## src/rtl/l1_mau_arb_if.sv

```systemverilog
// Wishbone B4 pipelined bus between the L1 miss arbiter and the memory slave.
interface l1_mau_arb_if #(
  parameter int unsigned ADDR_W = 32,
  parameter int unsigned DATA_W = 32
);
  logic                  wb_cyc_o;
  logic                  wb_stb_o;
  logic                  wb_we_o;
  logic [ADDR_W-1:0]     wb_adr_o;
  logic [DATA_W-1:0]     wb_dat_o;
  logic [DATA_W/8-1:0]   wb_sel_o;
  logic [DATA_W-1:0]     wb_dat_i;
  logic                  wb_ack_i;
  logic                  wb_stall_i;
  logic                  wb_err_i;

  modport master (
    output wb_cyc_o, wb_stb_o, wb_we_o, wb_adr_o, wb_dat_o, wb_sel_o,
    input  wb_dat_i, wb_ack_i, wb_stall_i, wb_err_i
  );

  modport slave (
    input  wb_cyc_o, wb_stb_o, wb_we_o, wb_adr_o, wb_dat_o, wb_sel_o,
    output wb_dat_i, wb_ack_i, wb_stall_i, wb_err_i
  );
endinterface

```

## src/rtl/l1_mau_arb.sv

```systemverilog
// L1I/L1D miss arbiter: round-robin grant, one outstanding Wishbone
// pipelined burst (line read) or single-beat word write at a time.
module l1_mau_arb #(
  parameter int unsigned ADDR_W     = 32,
  parameter int unsigned DATA_W     = 32,
  parameter int unsigned LINE_WORDS = 4
) (
  input  logic                         clk,
  input  logic                         rst_n,
  input  logic                         l1i_req_val,
  input  logic [ADDR_W-1:0]            l1i_req_addr,
  output logic                         l1i_req_ack,
  output logic [LINE_WORDS*DATA_W-1:0] l1i_ack_data,
  input  logic                         l1d_req_val,
  input  logic                         l1d_req_we,
  input  logic [ADDR_W-1:0]            l1d_req_addr,
  input  logic [DATA_W-1:0]            l1d_req_wdata,
  input  logic [DATA_W/8-1:0]          l1d_req_be,
  output logic                         l1d_req_ack,
  output logic [LINE_WORDS*DATA_W-1:0] l1d_ack_data,
  l1_mau_arb_if.master                 wb
);

  localparam int unsigned BYTES_W  = DATA_W / 8;
  localparam int unsigned LINE_OFF = $clog2(LINE_WORDS * BYTES_W);
  localparam int unsigned WORD_OFF = $clog2(BYTES_W);
  localparam int unsigned CNT_W    = $clog2(LINE_WORDS) + 1;

  localparam logic [ADDR_W-1:0] LINE_MASK = {ADDR_W{1'b1}} << LINE_OFF;
  localparam logic [ADDR_W-1:0] WORD_MASK = {ADDR_W{1'b1}} << WORD_OFF;
  localparam logic [CNT_W-1:0]  LAST_BEAT = CNT_W'(LINE_WORDS - 1);

  typedef enum logic [1:0] {IDLE, ISSUE, DRAIN, RESP} state_t;

  state_t                         r_state;
  state_t                         w_next;

  logic                           r_gnt_d;     // 1: transaction in flight belongs to L1D
  logic                           r_last_d;    // 1: most recent grant went to L1D
  logic                           r_we;
  logic [ADDR_W-1:0]              r_adr;
  logic [DATA_W-1:0]              r_wdata;
  logic [BYTES_W-1:0]             r_sel;
  logic [CNT_W-1:0]               r_iss_cnt;
  logic [CNT_W-1:0]               r_ack_cnt;
  logic [LINE_WORDS*DATA_W-1:0]   r_line;

  logic                           w_gnt_any;
  logic                           w_gnt_d;
  logic [ADDR_W-1:0]              w_req_addr;
  logic                           w_req_we;
  logic                           w_grant;
  logic                           w_cyc;
  logic                           w_accept;
  logic                           w_ack_in;
  logic [CNT_W-1:0]               w_last_idx;
  logic                           w_last_iss;
  logic                           w_last_ack;

  // Round-robin pick between the two requesters and selection of their request fields
  always_comb begin
    w_gnt_any  = l1i_req_val | l1d_req_val;
    w_gnt_d    = 1'b0;
    if (l1i_req_val && l1d_req_val) begin
      w_gnt_d = ~r_last_d;
    end else begin
      w_gnt_d = l1d_req_val;
    end
    w_req_addr = w_gnt_d ? l1d_req_addr : l1i_req_addr;
    w_req_we   = w_gnt_d & l1d_req_we;
  end

  // Bus handshake qualifiers; acks are only counted while the cycle is open
  always_comb begin
    w_grant    = (r_state == IDLE) && w_gnt_any;
    w_cyc      = (r_state == ISSUE) || (r_state == DRAIN);
    w_accept   = (r_state == ISSUE) && !wb.wb_stall_i;
    w_last_idx = r_we ? '0 : LAST_BEAT;
    w_ack_in   = w_cyc && (wb.wb_ack_i || wb.wb_err_i) && (r_ack_cnt <= w_last_idx);
    w_last_iss = w_accept && (r_iss_cnt == w_last_idx);
    w_last_ack = w_ack_in && (r_ack_cnt == w_last_idx);
  end

  // Next-state logic
  always_comb begin
    w_next = r_state;
    unique case (r_state)
      IDLE:  if (w_gnt_any) w_next = ISSUE;
      // With a same-cycle acking slave the final ack lands together with the
      // final accept, so DRAIN is skipped to keep the minimum latency.
      ISSUE: if (w_last_iss) w_next = w_last_ack ? RESP : DRAIN;
      DRAIN: if (w_last_ack) w_next = RESP;
      RESP:  w_next = IDLE;
      default: w_next = IDLE;
    endcase
  end

  // State register
  always_ff @(posedge clk or negedge rst_n) begin
    if (!rst_n) begin
      r_state <= IDLE;
    end else begin
      r_state <= w_next;
    end
  end

  // Request capture on grant, beat address/issue counter, ack counter
  always_ff @(posedge clk or negedge rst_n) begin
    if (!rst_n) begin
      r_gnt_d   <= 1'b0;
      r_last_d  <= 1'b1;
      r_we      <= 1'b0;
      r_adr     <= '0;
      r_wdata   <= '0;
      r_sel     <= '0;
      r_iss_cnt <= '0;
      r_ack_cnt <= '0;
    end else if (w_grant) begin
      r_gnt_d   <= w_gnt_d;
      r_last_d  <= w_gnt_d;
      r_we      <= w_req_we;
      r_adr     <= w_req_we ? (w_req_addr & WORD_MASK) : (w_req_addr & LINE_MASK);
      r_wdata   <= l1d_req_wdata;
      r_sel     <= w_req_we ? l1d_req_be : '1;
      r_iss_cnt <= '0;
      r_ack_cnt <= '0;
    end else begin
      if (w_accept) begin
        r_adr     <= r_adr + ADDR_W'(BYTES_W);
        r_iss_cnt <= r_iss_cnt + CNT_W'(1);
      end
      if (w_ack_in) begin
        r_ack_cnt <= r_ack_cnt + CNT_W'(1);
      end
    end
  end

  // Line assembly: k-th read ack fills slot k, an error ack fills it with zero
  always_ff @(posedge clk or negedge rst_n) begin
    if (!rst_n) begin
      r_line <= '0;
    end else if (w_ack_in && !r_we) begin
      for (int unsigned k = 0; k < LINE_WORDS; k++) begin
        if (r_ack_cnt == CNT_W'(k)) begin
          r_line[k*DATA_W +: DATA_W] <= wb.wb_err_i ? '0 : wb.wb_dat_i;
        end
      end
    end
  end

  assign wb.wb_cyc_o  = w_cyc;
  assign wb.wb_stb_o  = (r_state == ISSUE);
  assign wb.wb_we_o   = r_we;
  assign wb.wb_adr_o  = r_adr;
  assign wb.wb_dat_o  = r_wdata;
  assign wb.wb_sel_o  = r_sel;

  assign l1i_req_ack  = (r_state == RESP) && !r_gnt_d;
  assign l1d_req_ack  = (r_state == RESP) &&  r_gnt_d;
  assign l1i_ack_data = r_line;
  assign l1d_ack_data = r_line;

endmodule

```

## src/flat_wrapper.sv

```systemverilog
// flat-port wrapper written by rule: the top's interface ports become plain ports
module l1_mau_arb_flat 
#(
  parameter int unsigned ADDR_W     = 32,
  parameter int unsigned DATA_W     = 32,
  parameter int unsigned LINE_WORDS = 4
)
  (clk, rst_n, l1i_req_val, l1i_req_addr, l1i_req_ack, l1i_ack_data, l1d_req_val, l1d_req_we, l1d_req_addr, l1d_req_wdata, l1d_req_be, l1d_req_ack, l1d_ack_data, wb_wb_cyc_o, wb_wb_stb_o, wb_wb_we_o, wb_wb_adr_o, wb_wb_dat_o, wb_wb_sel_o, wb_wb_dat_i, wb_wb_ack_i, wb_wb_stall_i, wb_wb_err_i);
  l1_mau_arb_if #(.ADDR_W(ADDR_W), .DATA_W(DATA_W)) wb_i ();
  input  logic clk;
  input  logic rst_n;
  input  logic l1i_req_val;
  input  logic [ADDR_W-1:0] l1i_req_addr;
  output logic l1i_req_ack;
  output logic [LINE_WORDS*DATA_W-1:0] l1i_ack_data;
  input  logic l1d_req_val;
  input  logic l1d_req_we;
  input  logic [ADDR_W-1:0] l1d_req_addr;
  input  logic [DATA_W-1:0] l1d_req_wdata;
  input  logic [DATA_W/8-1:0] l1d_req_be;
  output logic l1d_req_ack;
  output logic [LINE_WORDS*DATA_W-1:0] l1d_ack_data;
  output wire logic [$bits(wb_i.wb_cyc_o)-1:0] wb_wb_cyc_o;
  output wire logic [$bits(wb_i.wb_stb_o)-1:0] wb_wb_stb_o;
  output wire logic [$bits(wb_i.wb_we_o)-1:0] wb_wb_we_o;
  output wire logic [$bits(wb_i.wb_adr_o)-1:0] wb_wb_adr_o;
  output wire logic [$bits(wb_i.wb_dat_o)-1:0] wb_wb_dat_o;
  output wire logic [$bits(wb_i.wb_sel_o)-1:0] wb_wb_sel_o;
  input wire logic [$bits(wb_i.wb_dat_i)-1:0] wb_wb_dat_i;
  input wire logic [$bits(wb_i.wb_ack_i)-1:0] wb_wb_ack_i;
  input wire logic [$bits(wb_i.wb_stall_i)-1:0] wb_wb_stall_i;
  input wire logic [$bits(wb_i.wb_err_i)-1:0] wb_wb_err_i;
  assign wb_wb_cyc_o = wb_i.wb_cyc_o;
  assign wb_wb_stb_o = wb_i.wb_stb_o;
  assign wb_wb_we_o = wb_i.wb_we_o;
  assign wb_wb_adr_o = wb_i.wb_adr_o;
  assign wb_wb_dat_o = wb_i.wb_dat_o;
  assign wb_wb_sel_o = wb_i.wb_sel_o;
  assign wb_i.wb_dat_i = wb_wb_dat_i;
  assign wb_i.wb_ack_i = wb_wb_ack_i;
  assign wb_i.wb_stall_i = wb_wb_stall_i;
  assign wb_i.wb_err_i = wb_wb_err_i;
  l1_mau_arb #(.ADDR_W(ADDR_W), .DATA_W(DATA_W), .LINE_WORDS(LINE_WORDS)) u_core (.clk(clk), .rst_n(rst_n), .l1i_req_val(l1i_req_val), .l1i_req_addr(l1i_req_addr), .l1i_req_ack(l1i_req_ack), .l1i_ack_data(l1i_ack_data), .l1d_req_val(l1d_req_val), .l1d_req_we(l1d_req_we), .l1d_req_addr(l1d_req_addr), .l1d_req_wdata(l1d_req_wdata), .l1d_req_be(l1d_req_be), .l1d_req_ack(l1d_req_ack), .l1d_ack_data(l1d_ack_data), .wb(wb_i));
endmodule
```

## config.mk

```make
export PLATFORM = sky130hd
export DESIGN_NAME = l1_mau_arb_flat
export DESIGN_NICKNAME = d
export VERILOG_FILES = /design/src/rtl/l1_mau_arb_if.sv /design/src/rtl/l1_mau_arb.sv /design/src/flat_wrapper.sv
export SDC_FILE = /design/constraint.sdc
export NUM_CORES = 1
export LEC_CHECK = 0
export CORE_AREA = 10 10 175 177
export CTS_CLUSTER_SIZE = 20
export DETAILED_ROUTE_END_ITERATION = 16
export DIE_AREA = 0 0 185 187
export PLACE_DENSITY_LB_ADDON = 0.12
export SLEW_MARGIN = 0
export SYNTH_ARGS = -nofsm -noshare
export SYNTH_HDL_FRONTEND = slang
export SYNTH_SLANG_ARGS = --single-unit
export TNS_END_PERCENT = 5
```

## constraint.sdc

```tcl
create_clock -name clk -period 4.2 [get_ports clk]
set_input_delay 0.42 -clock clk [delete_from_list [all_inputs] [get_ports clk]]
set_output_delay 0.42 -clock clk [all_outputs]
set_load 0.02 [all_outputs]
```

## After elaboration in Yosys (flattened, before gate mapping)

Cells that the tools add are included.

- Reduce and logical (&&, ||, !) cells: 24
- Mux-type cells: 17
- Add/sub/neg operators: 3
- $lt $le $gt $ge: 1
- Eq/ne operators: 11
- Bitwise operators: 3

Operators with widths:

| kind | count |
|---|---|
| $mux W32 | 4 |
| $add A32 B3 Y32 const B | 1 |
| $mux W3 | 4 |
| $logic_and A1 B1 Y1 | 10 |
| $mux W2 | 4 |
| $mux W4 | 2 |
| $pmux W2 S4 | 1 |
| $reduce_and A2 Y1 | 4 |
| $add A3 B1 Y3 const B | 2 |
| $eq A3 B2 Y1 const B | 2 |
| $eq A3 B3 Y1 | 2 |
| $ne A2 B1 Y1 const B | 3 |
| $eq A2 B2 Y1 const B | 2 |
| $reduce_bool A2 Y1 | 2 |
| $eq A3 B1 Y1 const B | 1 |
| $le A3 B3 Y1 | 1 |
| $logic_not A1 Y1 | 3 |
| $logic_not A3 Y1 | 1 |
| $reduce_and A3 Y1 | 1 |
| $eq A2 B1 Y1 const B | 1 |
| $logic_not A2 Y1 | 1 |
| $logic_or A1 B1 Y1 | 2 |
| $mux W1 | 2 |
| $and A1 B1 Y1 | 1 |
| 2 further kinds | 2 |

- Register bits: 207
- Word-level logic and storage cells: 72
- Output and inout port bits: 329
- Bits of input ports: 140

## Logic depth before layout (Yosys ltp)

Gate-level depths: netlist of run 1.

- Depth after elaboration: 8
- Gate-level depth with buffers: 8
- Gate-level depth less buffers: 6

## Worst setup path before layout of run 1

No wires, ideal clock.

- Kind: register to register
- Start point: register u_core.r_state[1]
- End point: register u_core.r_adr[27], in the netlist u_core.wb.wb_adr_o[27]
- Slack: 1.843 ns
- Period minus slack after synthesis: 2.357 ns
- Arrival: 2.275 ns
- Required time: 4.118 ns
- Setup time: 0.082 ns
- Buffers on the path: 1
- Cell stages (with the launch flop): 8
- Path through: dfrtp_1 > inv_1 > ha_1 > clkbuf_1 > nand3b_1 > or4_1 > or4_1 > a31oi_1

- Cells in the longest elaborated chain, start to end: 3
- Elaborated cells on any way between the ends: 6
- Classes of those cells: eq/ne (1); mux (1); reduce/logical (4)

Ends and longest elaborated chain:

| item | RTL line | text |
|---|---|---|
| start: declaration | l1_mau_arb.sv:35 | `state_t r_state;` |
| start signal: assignment | l1_mau_arb.sv:103 | `r_state <= w_next;` |
| $eq A2 B1 Y1 | n/a |  |
| named net wb_wb_stb_o | flat_wrapper.sv:24 | `output wire logic [$bits(wb_i.wb_stb_o)-1:0] wb_wb_stb_o;` |
| $logic_and A1 B1 Y1 | l1_mau_arb.sv:77 | `w_accept = (r_state == ISSUE) && !wb.wb_stall_i;` |
| $reduce_bool A2 Y1 (no source line) | n/a |  |
| end signal: assignment | l1_mau_arb.sv:122 | `r_adr <= w_req_we ? (w_req_addr & WORD_MASK) : (w_req_addr & LINE_MASK);` |
| end signal: assignment | l1_mau_arb.sv:129 | `r_adr <= r_adr + ADDR_W'(BYTES_W);` |
| end: declaration | l1_mau_arb.sv:41 | `logic [ADDR_W-1:0] r_adr;` |

The timed path passes the listed nets, and every way through them passes these cells.
A chain may end at the register's enable or synchronous reset.

## Worst setup path after layout of run 1

- Start point: register u_core.r_we, in the netlist u_core.wb.wb_we_o
- End point: register u_core.r_line[10], in the netlist u_core.l1d_ack_data[10]

- Cells in the longest elaborated chain, start to end: 5
- Elaborated cells on any way between the ends: 6
- Classes of those cells: order compare (1); mux (1); reduce/logical (4)

Ends and longest elaborated chain:

| item | RTL line | text |
|---|---|---|
| start: declaration | l1_mau_arb.sv:40 | `logic r_we;` |
| start signal: assignment | l1_mau_arb.sv:121 | `r_we <= w_req_we;` |
| $mux W2 | l1_mau_arb.sv:78 | `w_last_idx = r_we ? '0 : LAST_BEAT;` |
| $le A3 B3 Y1 | l1_mau_arb.sv:79 | `w_ack_in = w_cyc && (wb.wb_ack_i \|\| wb.wb_err_i) && (r_ack_cnt <= w_last_idx);` |
| $logic_and A1 B1 Y1 | l1_mau_arb.sv:79 |  |
| $logic_and A1 B1 Y1 * | l1_mau_arb.sv:142 | `end else if (w_ack_in && !r_we) begin` |
| $reduce_and A2 Y1 (no source line) * | n/a |  |
| end signal: indexed assignment | l1_mau_arb.sv:145 | `r_line[k*DATA_W +: DATA_W] <= wb.wb_err_i ? '0 : wb.wb_dat_i;` |
| end: declaration | l1_mau_arb.sv:46 | `logic [LINE_WORDS*DATA_W-1:0] r_line;` |

Every way passes the cells marked *; elsewhere a longest branch is shown, timed or not.

==> results of run 1 <==
-- stage by stage --
| step | setup WS (ns) | hold WS (ns) | utilization (%) | instance area [µm²] | std cells |
|---|---|---|---|---|---|
| floorplan | 1.843 | 0.1244 | - | 10130 | 908 |
| global placement | 1.444 | 0.4582 | 51.73 | 14130 | 1551 |
| detailed placement | 1.417 | 0.4610 | 51.73 | 14130 | 1551 |
| CTS | 1.439 | 0.04952 | 54.53 | 14900 | 1595 |
| global route | 1.237 | 0.07124 | 54.54 | 14900 | 1596 |
| finish | 1.490 | -0.003190 | 54.54 | 14900 | 1596 |
-- layout make-up --
class	count	area share (%)
flip-flops and latches	205	34.43
repair buffers	470	31.51
multi-input cells	520	25.75
clock buffers	34	4.685
well taps	346	2.905
clock inverters	10	0.4450
inverters	10	0.2519
diodes	1	0.01679
-- metal layers --
metal  part of all wire (%)  track usage, %  up-vias
met1                     39           21.28     3892
met2                     50           32.87      266
met3                    8.5           6.235       39
met4                    1.8           3.909        0
li1                       -               -     3673
met5                      0               0        -
-- logic make-up after synthesis --
group / synth area share [%]
and+or+nand+nor: 13.50
DFF: 50.65
buffers and inverters: 11.75
muxes: 14.76
AOI/OAI and AO/OA: 6.756
adders and majority gates: 1.606
xor gates and xnor gates: 0.9510
other: 0.03702
-- power by group --
group          internal, mW  switching, mW  total (mW)
registers              2.71          0.706        3.42
logic                  2.72           2.95        5.68
clock network          1.16          0.824        1.98
total                  6.59           4.48        11.1
-- layout by cell type (no fill, tap or decap), drive strengths merged, types with 3 or more instances in the layout --
| master | instances |
|---|---|
| a211oi | 26 |
| a21oi | 14 |
| a22o | 3 |
| a31oi | 16 |
| and2 | 3 |
| buf | 10 |
| clkbuf | 35 |
| clkdlybuf4s50 | 459 |
| clkinv | 8 |
| dfrtp | 204 |
| ha | 13 |
| inv | 10 |
| mux2 | 131 |
| nand2 | 115 |
| nand3 | 11 |
| nand4 | 14 |
| nor2 | 13 |
| nor2b | 60 |
| nor3 | 6 |
| nor4 | 4 |
| o21ai | 12 |
| o22a | 4 |
| o31ai | 11 |
| o41ai | 3 |
| or3 | 4 |
| or4 | 13 |
| or4b | 4 |
| xnor2 | 8 |
| xor2 | 3 |
-- worst paths after layout --
| check | to | slack, ns | cells past startpoint |
|---|---|---|---|
| min | u_core.l1d_ack_data[106] | -0.003 | 1 |
| min reg2reg | u_core.wb.wb_dat_o[27] | 0.47 | 2 |
| max reg2reg | u_core.l1d_ack_data[10] | 1.49 | 6 |
| max in group asynchronous | u_core.l1d_ack_data[16] | 3.15 | 2 |
| max | u_core.l1d_ack_data[10] | 1.49 | 6 |
| min in group clk | u_core.wb.wb_dat_o[22] | 0.43 | 3 |
-- registers in the layout, indices dropped and copies added, names as in the netlist --
| register | count |
|---|---|
| u_core.r_last_d | 1 |
| u_core.wb.wb_sel_o | 4 |
| u_core.wb.wb_adr_o | 30 |
| u_core.l1d_ack_data | 128 |
| u_core.r_state | 2 |
| u_core.r_iss_cnt | 3 |
| u_core.wb.wb_we_o | 1 |
| u_core.wb.wb_dat_o | 32 |
| u_core.r_gnt_d | 1 |
| u_core.r_ack_cnt | 3 |
-- worst register-to-register path, stage by stage, from the launching register on --
cell and delay, ns:
dfrtp_1 0.42, ha_1 0.32, nor2b_1 0.14, o21ai_0 0.50
nand4_1 0.44, buf_4 0.41, mux2_2 0.36
==> results.yml, run 1 <==
final_layout:
  seq_area_mm2: 0.005131
  area.growth.synth_to_final_pct: 47.09
  final_nets: 1384
  layout-drive-gt1-share_pct: 15.53
  nFillCells: 2448
  multi_input_area_mm2: 0.003837
floorplan:
  core_area_mm2: 0.02732
  pin_count: 469
  initial_core_util_pct: 37.08
  die_h_um: 187
  row_count: 61
  dieArea_mm2: 0.03460
  die_w_um: 185
setup_path:
  worstPathCellList: "ha_1 -> nor2b_1 -> o21ai_0 -> nand4_1 -> buf_4 -> mux2_2"
  critical_path_class: "reg -> reg"
  cp-start-kind: "flip-flop"
  arrival_ns: 3.10
  crit_slowest_cell: "o21ai_0"
  crit_family: "simple AND/OR/NAND/NOR gates"
  cp.required_ns: 4.59
  r2r_start: "u_core.wb.wb_we_o"
  cp-startpoint: "u_core.wb.wb_we_o"
  end_kind: "flip-flop"
  critPathMaxFanout: 27
  cpPeakStageDelay_ns: 0.50
  worst-path-buf-inv: 1
synthesis:
  synth_edf_count: 0
  ys_async_sr_fraction_pct: 100.0
  yosys_most_used_dff: "dfrtp_1"
  yosys-top-cells-area: "dfrtp_1 (50%), mux2_2 (15%), buf_4 (9.6%), nand2_1 (4.3%), nor2b_1 (3.7%)"
  ys_top_cells_by_count: "dfrtp_1 (204), mux2_2 (131), buf_4 (130)"
  ys_types: 56
  synth-seq-cells: 205
  syn-cell-area_mm2: 0.01013
  synth-seq-area-share_pct: 50.65
  yosysWarnings: 0
  netlist.area_leader.share_pct: 50.39
  avgSynthCellArea_um2: 11.17
  yosysTopAreaCell: "dfrtp_1"
  netlist_instances: 907
  synth_most_common_cell: "dfrtp_1"
sta:
  slew-limit-headroom_pct: 33.69
  tns_ns: 0
  finalCriticalPeriod_ns: 2.710
  maxSlewViolCount: 0
  min_period_over_period_pct: 64.52
  holdWs_ns: -0.003190
  skew_ns: 0.01063
  setup_viol: 0
  worstMarginPinSlew_ns: 0.9947
  rsz0062_at_grt: "no"
  hold_viol: 1
  max_freq_ghz: 0.3690
grt:
  grt-ovfl-total: 0
  antenna_found_initial: 1
  groute.usage.overall_pct: 18.65
  grt_max_degree: 105
  grt_pass1_vias: 8172
  grt_first_pass_wirelength_um: 50430
job:
  max_cap_violations: 0
cts:
  clkLatencyLatePin_ns: 0.51
  ctsRootBufferMaster: "clkbuf_16"
  cts_inserted_buffers: 24
  cts_sinks: 205
  hold_buffers: 0
  post_cts_buffers: 0
  htreeDepth: 1
  cts_tree: "built"
  post_cts_resized: 0
  path_clk_slew_ns: 0.06
  cts_buffer_depth: 3
detailed_routing:
  ant_nets: 0
  drt_iter0_drc: 387
  dr_total_vias: 7870
  wl_per_cell_um: 21.13
  drt-pass1-iter-count: 4
  vias_per_cell: 4.931
  drc_errors: 0
  routed_wl_um: 33720
placement:
  dp_hpwl_um: 25270
  port_buffers: 460
  gp_congestion: 0.7937
hold_path:
  hp-class: "in -> async"
run_status:
  status: "complete, but fails checks"
  violations: "hold timing"
power_and_ir_drop:
  max-vdd-ir-drop_mv: 0.3555
  power.density_mw_per_mm2: 743.4
  leakage_nw: 6.376
  power.total_mw: 11.08
No activity file was read; power rests on OpenSTA's default activity.
==> inputs of run 2 (changes only) <==
Settings changed: CORE_AREA 10 10 175 177 to default, CORE_MARGIN from default to 10, CORE_UTILIZATION from default to 38, DIE_AREA 0 0 185 187 to default.
Clock period 4.2 ns to 2.2 ns, I/O delays scaled along.
==> results.yml, run 2 (same netlist as run 1, synthesis figures left out) <==
power_and_ir_drop:
  power.total_mw: 22.23
  seq_power_share_pct: 29.3
  leakage_nw: 6.643
  max-vdd-ir-drop_mv: 0.7671
  comb_power_share_pct: 50.5
  clkPwrFrac_pct: 20.3
  power.density_mw_per_mm2: 1445
  p_sw_share_pct: 38.87
  net-switching-power_mw: 8.639
  intPower_mw: 13.59
floorplan:
  pin_count: 469
  dieArea_mm2: 0.03359
  core_area_mm2: 0.02613
  die_h_um: 183.3
  die_w_um: 183.3
  row_count: 59
  initial_core_util_pct: 38.77
setup_path:
  cpPeakStageDelay_ns: 0.58
  crit_family: "simple AND/OR/NAND/NOR gates"
  worst-path-buf-inv: 1
  cp-start-kind: "flip-flop"
  critical_path_class: "reg -> reg"
  rr_worst_depth: 6
  critPathMaxFanout: 6
  cp.required_ns: 2.62
  crit_slowest_cell: "or4_4"
  end_kind: "flip-flop"
  arrival_ns: 2.57
  worstPathCellList: "inv_1 -> ha_2 -> nand3b_1 -> or4_4 -> or4_1 -> a31oi_1"
  cp.depth: 6
cts:
  ctsRootBufferMaster: "clkbuf_16"
  cts_buffer_depth: 3
  htreeDepth: 1
  cts_tree: "built"
  path_clk_slew_ns: 0.06
  cts_sinks: 205
  cts_inserted_buffers: 25
  clkLatencyLatePin_ns: 0.52
detailed_routing:
  routed_wl_um: 33220
  drt_iter0_drc: 349
  ant_nets: 0
  wl_per_cell_um: 20.57
  vias_per_cell: 4.905
  drt-pass1-iter-count: 4
  dr_total_vias: 7922
  drc_errors: 0
final_layout:
  area.growth.synth_to_final_pct: 51.83
  largest_reg_flops: 128
  final_cell_mix: "clkdlybuf4s50_1 (457), dfrtp_1 (203), mux2_2 (131), nand2_1 (115), nor2b_1 (60)"
  layout-drive-gt1-share_pct: 18.13
  seq_area_mm2: 0.005132
  final_nets: 1414
  nFillCells: 2243
  multi_input_area_mm2: 0.003872
  n_antenna_cell: 0
  layout_commonest_cell: "clkdlybuf4s50_1"
hold_path:
  hp-class: "in -> async"
sta:
  finalCriticalPeriod_ns: 2.150
  tns_ns: 0
  rsz0062_at_grt: "yes"
  hold_viol: 0
  maxSlewViolCount: 0
  setup_viol: 0
  holdWs_ns: 0.2229
  min_period_over_period_pct: 97.72
  skew_ns: 0.02409
  max_freq_ghz: 0.4652
grt:
  grt-ovfl-total: 0
  antenna_found_initial: 0
  groute.usage.overall_pct: 18.89
  grt_first_pass_wirelength_um: 50450
  grt_pass1_vias: 8436
  grt_max_degree: 63
placement:
  dp_hpwl_um: 25680
  gp_congestion: 0.7824
  port_buffers: 460
run_status:
  status: "complete, no violations"
job:
  max_cap_violations: 0
run 2: repair_timing:
action	in CTS	in global routing
hold buffers	1	0
endpoints found under the hold margin	48	0
gates cloned	0	0
pin swaps	0	2
endpoints found under the setup margin	34	38
gates resized for setup	4	6
buffers inserted	0	0
run 2: area by class of cell:
class                   count  share of cell area (%)
clock inverters            14                   1.480
repair buffers            499                   32.51
multi-input cells         520                   25.17
flip-flops and latches    205                   33.37
inverters                  10                  0.2440
well taps                 335                   2.725
clock buffers              32                   4.498
run 2: worst paths after layout:
path | start | endpoint | slack (ns)
worst max-delay path | u_core.r_state[1] | u_core.wb.wb_adr_o[27] | 0.05
worst min-delay path | rst_n | u_core.wb.wb_sel_o[3] | 0.22
worst max register to register | u_core.r_state[1] | u_core.wb.wb_adr_o[27] | 0.05
worst min register to register | u_core.wb.wb_dat_o[25] | u_core.wb.wb_dat_o[25] | 0.47
max in group asynchronous | rst_n | u_core.l1d_ack_data[22] | 1.24
min in group clk | l1d_req_wdata[8] | u_core.wb.wb_dat_o[8] | 0.23
run 2: power by group through the flow:
stage                     registers [mW]  logic [mW]  clock network, mW
after detailed placement            6.56        11.3                  0
after CTS                           6.52        11.4               4.64
after floorplan                     7.80        4.95                  0
final                               6.50        11.2               4.51
after global placement              6.52        11.2                  0
after global routing                6.71        12.0               4.78
run 2: worst register-to-register path, cell delays in order, from the launching register on:
cell	delay [ns]
dfrtp_1	0.40
inv_1	0.11
ha_2	0.24
nand3b_1	0.13
or4_4	0.58
or4_1	0.42
a31oi_1	0.17
run 2: layer usage:
metal / part of all wire, % / up-vias / track usage [%]
li1: - / 3740 / -
met1: 38 / 3879 / 21.32
met2: 51 / 268 / 33.61
met3: 9.2 / 35 / 6.937
met4: 1.5 / 0 / 3.574
met5: 0 / - / 0
run 2: metrics by stage:
| step | utilization, % | cell area, µm² | setup slack [ns] | std cells |
|---|---|---|---|---|
| after floorplan | - | 10140 | -0.06081 | 908 |
| after global placement | 55.20 | 14430 | -0.03069 | 1568 |
| after detailed placement | 55.20 | 14430 | -0.07805 | 1568 |
| after CTS | 58.78 | 15360 | 0.004698 | 1615 |
| after global routing | 58.86 | 15380 | -0.09878 | 1615 |
| final | 58.86 | 15380 | 0.05020 | 1615 |
==> inputs of run 3 (changes only) <==
Settings changed: CAP_MARGIN from default to 25.
==> results of run 3 <==
Final layout, timing and power as in run 2 (identical DEF).
